[config.mk]
export PLATFORM = sky130hd
export DESIGN_NAME = alu_arbiter
export DESIGN_NICKNAME = d
export VERILOG_FILES = /design/src/rtl/alu_ctrl_pkg.sv /design/src/rtl/arb2.sv /design/src/rtl/alu_arbiter.sv
export SDC_FILE = /design/constraint.sdc
export NUM_CORES = 1
export LEC_CHECK = 0
export ABC_AREA = 1
export BUFFER_PORTS_ARGS = -buffer_cell sky130_fd_sc_hd__buf_2
export CAP_MARGIN = 20
export CORE_UTILIZATION = 46
export DETAILED_ROUTE_END_ITERATION = 7
export PLACE_DENSITY_LB_ADDON = 0.25
export SYNTH_ARGS = -nofsm -noshare
export SYNTH_HDL_FRONTEND = slang
export SYNTH_HIERARCHICAL = 1
export SYNTH_SLANG_ARGS = --single-unit
[constraint.sdc]
create_clock -name clk -period 1.4 [get_ports clk]
set_input_delay 0.07 -clock clk [delete_from_list [all_inputs] [get_ports clk]]
set_output_delay 0.07 -clock clk [all_outputs]
set_load 0.1 [all_outputs]
[src/rtl/alu_ctrl_pkg.sv]
// Shared definitions for the ALU request arbiter: widths, op codes, FSM states, op legality.
// Optional feature macro used by this slice: ALU_ARB_RR_EN (round-robin arbitration).
package alu_ctrl_pkg;

    localparam int unsigned DATA_W = 16;
    localparam int unsigned OP_W   = 4;
    localparam int unsigned FLAG_W = 4;

    localparam logic [OP_W-1:0] OP_IADD = 4'b0000;
    localparam logic [OP_W-1:0] OP_ISUB = 4'b0001;
    localparam logic [OP_W-1:0] OP_ISLL = 4'b1000;
    localparam logic [OP_W-1:0] OP_ISLR = 4'b1001;
    localparam logic [OP_W-1:0] OP_ISRL = 4'b1010;
    localparam logic [OP_W-1:0] OP_ISRA = 4'b1011;

    typedef enum logic [1:0] {
        StIdle,
        StExec,
        StResp
    } state_e;

    function automatic logic op_legal(input logic [OP_W-1:0] op);
        logic legal;
        case (op)
            OP_IADD, OP_ISUB, OP_ISLL, OP_ISLR, OP_ISRL, OP_ISRA: legal = 1'b1;
            default:                                              legal = 1'b0;
        endcase
        return legal;
    endfunction

endpackage

[src/rtl/arb2.sv]
// Two-way combinational arbiter producing a one-hot grant.
// ALU_ARB_RR_EN defined: round-robin against last_grant; otherwise requester 0 has fixed priority.
module arb2 (
    input  logic [1:0] valid,
`ifdef ALU_ARB_RR_EN
    input  logic       last_grant,
`endif
    output logic [1:0] grant
);

    // Select one requester; a lone valid always wins
    always_comb begin
        grant = 2'b00;
`ifdef ALU_ARB_RR_EN
        if (valid == 2'b11) begin
            grant = last_grant ? 2'b01 : 2'b10;
        end else begin
            grant = valid;
        end
`else
        if (valid[0]) begin
            grant = 2'b01;
        end else if (valid[1]) begin
            grant = 2'b10;
        end
`endif
    end

endmodule

[src/rtl/alu_arbiter.sv]
// Arbitrates two requesters onto one shared combinational ALU and sequences
// IDLE -> EXEC -> RESP per operation. Macro ALU_ARB_RR_EN selects round-robin arbitration.
module alu_arbiter
    import alu_ctrl_pkg::*;
(
    input  logic              clk,
    input  logic              rst_n,
    input  logic              req0_valid,
    output logic              req0_ready,
    input  logic [DATA_W-1:0] req0_a,
    input  logic [DATA_W-1:0] req0_b,
    input  logic [OP_W-1:0]   req0_op,
    input  logic              req1_valid,
    output logic              req1_ready,
    input  logic [DATA_W-1:0] req1_a,
    input  logic [DATA_W-1:0] req1_b,
    input  logic [OP_W-1:0]   req1_op,
    output logic              rsp0_valid,
    output logic              rsp1_valid,
    output logic [DATA_W-1:0] rsp_data,
    output logic [FLAG_W-1:0] rsp_flags,
    output logic              rsp_err,
    output logic [DATA_W-1:0] alu_a,
    output logic [DATA_W-1:0] alu_b,
    output logic [OP_W-1:0]   alu_op,
    input  logic [DATA_W-1:0] alu_out,
    input  logic [FLAG_W-1:0] alu_flags,
    output logic              busy
);

    state_e            state_q, state_d;
    logic [DATA_W-1:0] a_q, a_d;
    logic [DATA_W-1:0] b_q, b_d;
    logic [OP_W-1:0]   op_q, op_d;
    logic              gid_q, gid_d;
    logic [DATA_W-1:0] rsp_data_q, rsp_data_d;
    logic [FLAG_W-1:0] rsp_flags_q, rsp_flags_d;
    logic              rsp_err_q, rsp_err_d;
    logic [1:0]        grant;
    logic              legal;

`ifdef ALU_ARB_RR_EN
    logic              last_grant_q, last_grant_d;

    arb2 u_arb2 (
        .valid      ({req1_valid, req0_valid}),
        .last_grant (last_grant_q),
        .grant      (grant)
    );
`else
    arb2 u_arb2 (
        .valid (({req1_valid, req0_valid})),
        .grant (grant)
    );
`endif

    // Next-state, capture and output decode for the three-phase sequencer
    always_comb begin
        state_d     = state_q;
        a_d         = a_q;
        b_d         = b_q;
        op_d        = op_q;
        gid_d       = gid_q;
        rsp_data_d  = rsp_data_q;
        rsp_flags_d = rsp_flags_q;
        rsp_err_d   = rsp_err_q;
`ifdef ALU_ARB_RR_EN
        last_grant_d = last_grant_q;
`endif
        req0_ready  = 1'b0;
        req1_ready  = 1'b0;
        rsp0_valid  = 1'b0;
        rsp1_valid  = 1'b0;
        alu_a       = '0;
        alu_b       = '0;
        alu_op      = OP_IADD;
        legal       = op_legal(op_q);

        unique case (state_q)
            StIdle: begin
                if (grant != 2'b00) begin
                    req0_ready = grant[0];
                    req1_ready = grant[1];
                    a_d        = grant[1] ? req1_a  : req0_a;
                    b_d        = grant[1] ? req1_b  : req0_b;
                    op_d       = grant[1] ? req1_op : req0_op;
                    gid_d      = grant[1];
`ifdef ALU_ARB_RR_EN
                    last_grant_d = grant[1];
`endif
                    state_d    = StExec;
                end
            end
            StExec: begin
                // Illegal ops park the ALU on a zero add and report a zeroed result
                if (legal) begin
                    alu_a  = a_q;
                    alu_b  = b_q;
                    alu_op = op_q;
                end
                rsp_data_d  = legal ? alu_out   : '0;
                rsp_flags_d = legal ? alu_flags : '0;
                rsp_err_d   = !legal;
                state_d     = StResp;
            end
            StResp: begin
                rsp0_valid = !gid_q;
                rsp1_valid = gid_q;
                state_d    = StIdle;
            end
            default: state_d = StIdle;
        endcase

        rsp_data  = rsp_data_q;
        rsp_flags = rsp_flags_q;
        rsp_err   = rsp_err_q;
        busy      = (state_q != StIdle);
    end

    // State and datapath registers with synchronous active-low reset
    always_ff @(posedge clk) begin
        if (!rst_n) begin
            state_q     <= StIdle;
            a_q         <= '0;
            b_q         <= '0;
            op_q        <= OP_IADD;
            gid_q       <= 1'b0;
            rsp_data_q  <= '0;
            rsp_flags_q <= '0;
            rsp_err_q   <= 1'b0;
`ifdef ALU_ARB_RR_EN
            last_grant_q <= 1'b1;
`endif
        end else begin
            state_q     <= state_d;
            a_q         <= a_d;
            b_q         <= b_d;
            op_q        <= op_d;
            gid_q       <= gid_d;
            rsp_data_q  <= rsp_data_d;
            rsp_flags_q <= rsp_flags_d;
            rsp_err_q   <= rsp_err_d;
`ifdef ALU_ARB_RR_EN
            last_grant_q <= last_grant_d;
`endif
        end
    end

endmodule

==> flow_metrics.tcl, run 1 <==
set metrics [dict create \
    setup_viol 39 \
    synth-main-ff-cell "sky130_fd_sc_hd__dfxtp_1" \
    timing.fmax_mhz 623.4 \
    area_delta_synth_final_pct 72.00 \
    avgViaCountPerCell 4.739 \
    ys_seq_area_share_pct 37.59 \
    grt_antenna_before_repair 0 \
    yosys-top-cells-area "sky130_fd_sc_hd__dfxtp_1 (38%), sky130_fd_sc_hd__nand2_1 (27%), sky130_fd_sc_hd__nor2_1 (13%)" \
    dpl_cell_area_mm2 0.004912 \
    drt_first_iter_violations 175 \
    yosysTopAreaCell "sky130_fd_sc_hd__dfxtp_1" \
    cts.htree.levels 3 \
    post_route_cells_drive_above_1_share_pct 34.71 \
    power_per_cell_area_mw_per_mm2 1049 \
    crit_path_max_fanout 13 \
    via_count 3834 \
    first_global_vias 3636 \
    detailedPlace.worstSlack_ps 111.4 \
    starting_utilization_of_the_core_area_pct 47.30 \
    numPortBuffers 156 \
    first_pass_iters 4 \
    drcViolationCount 0 \
    post-synth-top-area-fraction_pct 37.59 \
    result_of_the_run "complete, but fails checks" \
    failed_checks "setup timing" \
    min_period_over_period_pct 114.6 \
    layout.cells.non_filler 809 \
    worst-endpoint-required_ps 1330 \
    antenna_cells 0 \
    timing.final.max_slew_violations 0 \
    synthesis.area_mm2 0.003196 \
    die_x_um 85.35 \
    dpl.cell_count 762 \
    global_route.usage.total_pct 28.23 \
    static-leakage-power_nw 2.863 \
    postSynth.asyncResetShare_pct 0 \
    synthMostInstantiatedCell "sky130_fd_sc_hd__nand2_1" \
    final_design_utilization_pct 81.35 \
    cts.path.max_buffers 2 \
    internal_power_mw 3.421 \
    cts_inserted_buffers 9 \
    grt_start_max_net_pins 59 \
    final_cell_area_mm2 0.005497 \
    power_mw 5.765 \
    clock_power_share_pct 27.1 \
    first_pass_grt_wire_length_um 16160 \
    p_sw_mw 2.344 \
    final_antenna_net_count 0 \
    worst_setup_path_start_kind "flop" \
    routed_wire_per_std_cell_um 12.36 \
    ctsRootBufferMaster "sky130_fd_sc_hd__clkbuf_8" \
    final_nets 820 \
    timing.critical_path.arrival_ps 1530 \
    io_pins 158 \
    timing_hold_violations_final 0 \
    syn-mean-instance-area_um2 5.853 \
    synthesis.instances 546 \
    unrepaired_setup_endpoints_after_global_routing "true" \
    synth.distinct_cells 20 \
    cts.reportedPaths.clkPinSlew_ps 80 \
    post_synth_edffs 0 \
    fin_worst_skew_ps 10.47 \
    critPathKind "flop to output pin" \
    ys_ff_latch 60 \
    synth_fp_nets 642 \
    grt_remaining_overflow 0 \
    cts.sink_count 60 \
    source_to_sink_clock_delay_at_the_later_pin_of_the_worst_skew_pair_ps 340 \
    fin_ws_ps -204.1 \
    fp.dieArea_mm2 0.007284 \
    yosys-top-cells-count "sky130_fd_sc_hd__nand2_1 (227), sky130_fd_sc_hd__nor2_1 (108), sky130_fd_sc_hd__inv_1 (64)" \
    place_congestion 0.7615 \
    layout_min_cycle_time_ps 1604 \
    power_frac_seq_pct 33.8 \
    detailedPlacementHpwl_um 6205 \
    irDropWorstVdd_mv 1.003 \
    cap_viol_max_count 0 \
    sw_frac_of_total_pct 40.66 \
    worst_min_delay_path_class "input pin to flop" \
    die_y_um 85.35 \
    synth-warning-count 6 \
    wl_um 10000 \
    cp-end-kind "output pin" \
    combPwrFrac_pct 39.1 \
    fp.coreArea_mm2 0.006756 \
    tritoncts "built" \
    row_count 30 \
]
==> layout by cell type, fill, tap and decap left out, types with 2 or more instances in the layout <==
| cell type | count |
|---|---|
| sky130_fd_sc_hd__buf_16 | 2 |
| sky130_fd_sc_hd__buf_12 | 45 |
| sky130_fd_sc_hd__nor2_4 | 36 |
| sky130_fd_sc_hd__buf_6 | 5 |
| sky130_fd_sc_hd__nand2_1 | 223 |
| sky130_fd_sc_hd__buf_2 | 116 |
| sky130_fd_sc_hd__dfxtp_4 | 2 |
| sky130_fd_sc_hd__nand2_4 | 2 |
| sky130_fd_sc_hd__nor3_4 | 2 |
| sky130_fd_sc_hd__nor2_1 | 75 |
| sky130_fd_sc_hd__inv_4 | 2 |
| sky130_fd_sc_hd__nand2_2 | 4 |
| sky130_fd_sc_hd__a21oi_1 | 21 |
| sky130_fd_sc_hd__dfxtp_1 | 57 |
| sky130_fd_sc_hd__nand3_1 | 20 |
| sky130_fd_sc_hd__buf_4 | 11 |
| sky130_fd_sc_hd__clkinvlp_4 | 2 |
| sky130_fd_sc_hd__inv_2 | 6 |
| sky130_fd_sc_hd__inv_1 | 58 |
| sky130_fd_sc_hd__clkinv_4 | 2 |
| sky130_fd_sc_hd__clkbuf_8 | 9 |
| sky130_fd_sc_hd__dlygate4sd3_1 | 20 |
==> cells by family after synthesis <==
group | synth area share (%)
flip-flops | 37.59
AO/OA/AOI/OAI | 3.445
other | 0.1174
AND/OR/NAND/NOR | 44.68
buffers and inverters | 14.17
==> worst paths after layout <==
path | startpoint | to | slack [ps] | cells past startpoint
worst max-delay path | op_q[3] | alu_a[14] | -200 | 8
worst min-delay path | req0_b[6] | b_q[6] | 40 | 5
worst max register to register | state_q[1] | rsp_flags[0] | 30 | 8
worst min register to register | rsp_data[7] | rsp_data[7] | 520 | 4
==> worst max-delay path: stages (launching register included) <==
cell	delay (ps)
sky130_fd_sc_hd__dfxtp_2	340
sky130_fd_sc_hd__inv_2	40
sky130_fd_sc_hd__nand2_2	70
sky130_fd_sc_hd__nand2_2	60
sky130_fd_sc_hd__nor2_4	110
sky130_fd_sc_hd__inv_4	80
sky130_fd_sc_hd__buf_12	180
sky130_fd_sc_hd__nor2_4	120
sky130_fd_sc_hd__buf_12	180
==> flip-flops by register name, summed over array words and instances, names as in the netlist <==
name / flops
a_q: 16
b_q: 16
gid_q: 1
op_q: 4
rsp_data: 16
rsp_err: 1
rsp_flags: 4
state_q: 2
==> final cells by class <==
class,count,area (um^2)
Timing Repair Buffer,200,1891
Multi-Input combinational cell,387,1843
Fill cell,436,1260
Sequential cell,60,1210
Inverter,66,252.7
Clock buffer,9,123.9
Tap cell,80,100.1
Clock inverter,7,76.32
==> power by group through the flow <==
stage	combinational [mW]	sequential, mW	clock [mW]
global route	2.41	1.96	1.67
detailed placement	2.08	1.98	0
global placement	2.04	1.98	0
CTS	2.19	1.94	1.59
finish	2.25	1.95	1.56
floorplan	1.17	2.36	0
==> through the flow <==
stage / TNS [ps] / hold WS [ps]
after global placement: 0 / 332.6
after detailed placement: 0 / 340.3
final: -6426 / 41.81
after floorplan: -874.1 / 228.8
after global routing: -9711 / 58.66
after CTS: -6447 / 34.22
==> metal layers <==
layer | share of wire [%] | global-route usage (%) | up-vias
met5 | 0 | 0 | -
met4 | 2.7 | 13.48 | 0
met3 | 6.1 | 7.588 | 30
met2 | 51 | 51.32 | 164
met1 | 40 | 30.33 | 1686
li1 | - | - | 1954
==> what timing repair did <==
item                                    in CTS  in global routing
endpoints found under the setup margin      35                 60
gates resized for setup                     18                 14
buffers inserted                             7                  5
pin swaps                                    5                  6
gates cloned                                 1                  0
hold buffers                                20                  0
hold endpoints to repair                    20                  0
No activity file was read; power rests on OpenSTA's default activity.
==> run 2, diff against run 1 <==
--- a/config.mk
+++ b/config.mk
@@ -8,9 +8,12 @@
 export ABC_AREA = 1
 export BUFFER_PORTS_ARGS = -buffer_cell sky130_fd_sc_hd__buf_2
 export CAP_MARGIN = 20
-export CORE_UTILIZATION = 46
+export CELL_PAD_IN_SITES_DETAIL_PLACEMENT = 1
+export CELL_PAD_IN_SITES_GLOBAL_PLACEMENT = 2
+export CORE_UTILIZATION = 22
 export DETAILED_ROUTE_END_ITERATION = 7
 export PLACE_DENSITY_LB_ADDON = 0.25
+export SKIP_LAST_GASP = 1
 export SYNTH_ARGS = -nofsm -noshare
 export SYNTH_HDL_FRONTEND = slang
 export SYNTH_HIERARCHICAL = 1
==> flow_metrics.tcl, run 2 (synthesized netlist as in run 1, its figures left out) <==
set metrics [dict create \
    grt_antenna_before_repair 0 \
    timing.hold.worst.start "alu_out[0]" \
    cap_viol_max_count 0 \
    grt_start_max_net_pins 39 \
    layout.cells.most_common "sky130_fd_sc_hd__nand2_1" \
    power_mw 6.358 \
    numPortBuffers 156 \
    result_of_the_run "complete, but fails checks" \
    first_pass_iters 4 \
    fin_worst_skew_ps 10.65 \
    routed_wire_per_std_cell_um 12.07 \
    die_y_um 122.5 \
    tightest_slew_ps 510.7 \
    cp_num_buf_inv 4 \
    irDropWorstVdd_mv 0.5256 \
    io_pins 158 \
    final_nets 798 \
    worst-endpoint-required_ps 1330 \
    filler_cell_count 1766 \
    cts.sink_count 60 \
    drcViolationCount 0 \
    avgViaCountPerCell 4.092 \
    starting_utilization_of_the_core_area_pct 22.76 \
    place_congestion 0.7284 \
    globalRouteMet1Util_pct 17.80 \
    tritoncts "built" \
    fp.dieArea_mm2 0.01501 \
    layout.cells.non_filler 887 \
    timing.critical_path.arrival_ps 1510 \
    fp.coreArea_mm2 0.01404 \
    row_count 43 \
    critical_path.cell_chain "inv_2 -> nand2_2 -> nand2_2 -> nor2_4 -> inv_6 -> buf_12 -> nor2_4 -> buf_12" \
    die_x_um 122.5 \
    max-slew-margin-rel_pct 66.19 \
    drt_first_iter_violations 76 \
    grt.met2_usage_pct 25.28 \
    layout.area.seq_mm2 0.001210 \
    cp-end-kind "output pin" \
    post_route_cells_drive_above_1_share_pct 34.65 \
    setup_viol 36 \
    worst_setup_path_start_kind "flop" \
    source_to_sink_clock_delay_at_the_later_pin_of_the_worst_skew_pair_ps 320 \
    dpl.cell_count 865 \
    critical-path-max-stage-delay_ps 330 \
    multi_input_comb_area_mm2 0.001837 \
    met3_usage_pct 3.764 \
    reg2reg_from "op_q[3]" \
    grt-busiest-layer "met2" \
    min_period_over_period_pct 112.6 \
    worst_path_dominant_cell_family "buffers and inverters" \
    timing.final.max_slew_violations 0 \
    via_count 3630 \
    hold_ws_ps 11.89 \
    final_antenna_net_count 0 \
    power_per_cell_area_mw_per_mm2 1156 \
    grt_remaining_overflow 0 \
    antenna_cells 0 \
    unrepaired_setup_endpoints_after_global_routing "true" \
    area_delta_synth_final_pct 72.12 \
    critPathLaunch "op_q[3]" \
    detailedPlacementHpwl_um 8048 \
    timing_hold_violations_final 0 \
    cts_inserted_buffers 9 \
    timing.fmax_mhz 634.4 \
    critPathKind "flop to output pin" \
    ctsRootBufferMaster "sky130_fd_sc_hd__clkbuf_16" \
    crit_path_max_fanout 9 \
    wl_um 10710 \
    failed_checks "setup timing" \
    cts.htree.levels 3 \
    worst_min_delay_path_class "input pin to flop" \
    cts.reportedPaths.clkPinSlew_ps 60 \
    layout.cells.most_common_list "sky130_fd_sc_hd__nand2_1 (225), sky130_fd_sc_hd__buf_2 (117), sky130_fd_sc_hd__nor2_1 (75)" \
    critPathSlowestCell "sky130_fd_sc_hd__dfxtp_2" \
    cts.path.max_buffers 2 \
    fin_ws_ps -176.3 \
    layout_min_cycle_time_ps 1576 \
    static-leakage-power_nw 2.833 \
    first_pass_grt_wire_length_um 17070 \
    first_global_vias 3561 \
    global_route.usage.total_pct 14.55 \
]
-- run 2: changes by cell type in the layout (fill, tap and decap cells not counted), sizes merged --
cell | previous run | this run
buf | 180 | 178
clkinv | 3 | 2
clkbuf | 9 | 11
clkinvlp | 2 | 1
dlygate4sd3 | 20 | 0
-- run 2: worst register-to-register path, stage by stage (launching register included) --
cell                      delay (ps)
sky130_fd_sc_hd__dfxtp_2         330
sky130_fd_sc_hd__inv_2            40
sky130_fd_sc_hd__nand2_2          70
sky130_fd_sc_hd__buf_4           110
sky130_fd_sc_hd__buf_4            90
sky130_fd_sc_hd__buf_4            90
sky130_fd_sc_hd__buf_4           230
sky130_fd_sc_hd__nand3_1         110
sky130_fd_sc_hd__a21oi_1         160
-- run 2: repair_timing --
action,4_1_cts,5_1_grt
pin swaps,3,1
gates cloned,1,0
hold buffers,0,0
setup buffers,6,1
setup endpoints to repair,35,57
resized for setup,9,4
-- run 2: power by group --
part           internal (mW)  total, mW  leakage (nW)  switching (mW)
combinational          0.663       2.18          2.19            1.51
clock                   1.43       2.23         0.146           0.799
sequential              1.88       1.95         0.498          0.0700
-- run 2: final cells by class --
cell class	instances	area share (%)
Multi-Input combinational cell	387	33.39
Timing Repair Buffer	178	30.37
Sequential cell	60	22.00
Inverter	66	4.641
Clock buffer	11	4.413
Tap cell	180	4.095
Clock inverter	5	1.092
-- run 2: metrics by stage --
stage	area (um^2)	setup TNS [ps]	setup slack, ps	util (%)
floorplan	3501	-874.1	-240.2	-
global placement	5102	0	122.7	36.34
detailed placement	5102	0	72.06	36.34
CTS	5498	-7527	-197.2	39.15
global route	5500	-8245	-262.6	39.17
finish	5500	-5397	-176.3	39.17
-- run 2: metal layers --
layer	vias up	share of wire, %
li1	1906	-
met1	1624	46
met2	95	48
met3	5	5.5
met4	0	0.81
met5	-	0
-- run 2: worst paths after layout --
path	depth (start not counted)	end	slack, ps
hold / removal	3	rsp_data[0]	10
hold reg to reg	2	gid_q	510
setup / recovery	8	alu_b[12]	-180
setup reg to reg	8	rsp_data[8]	110
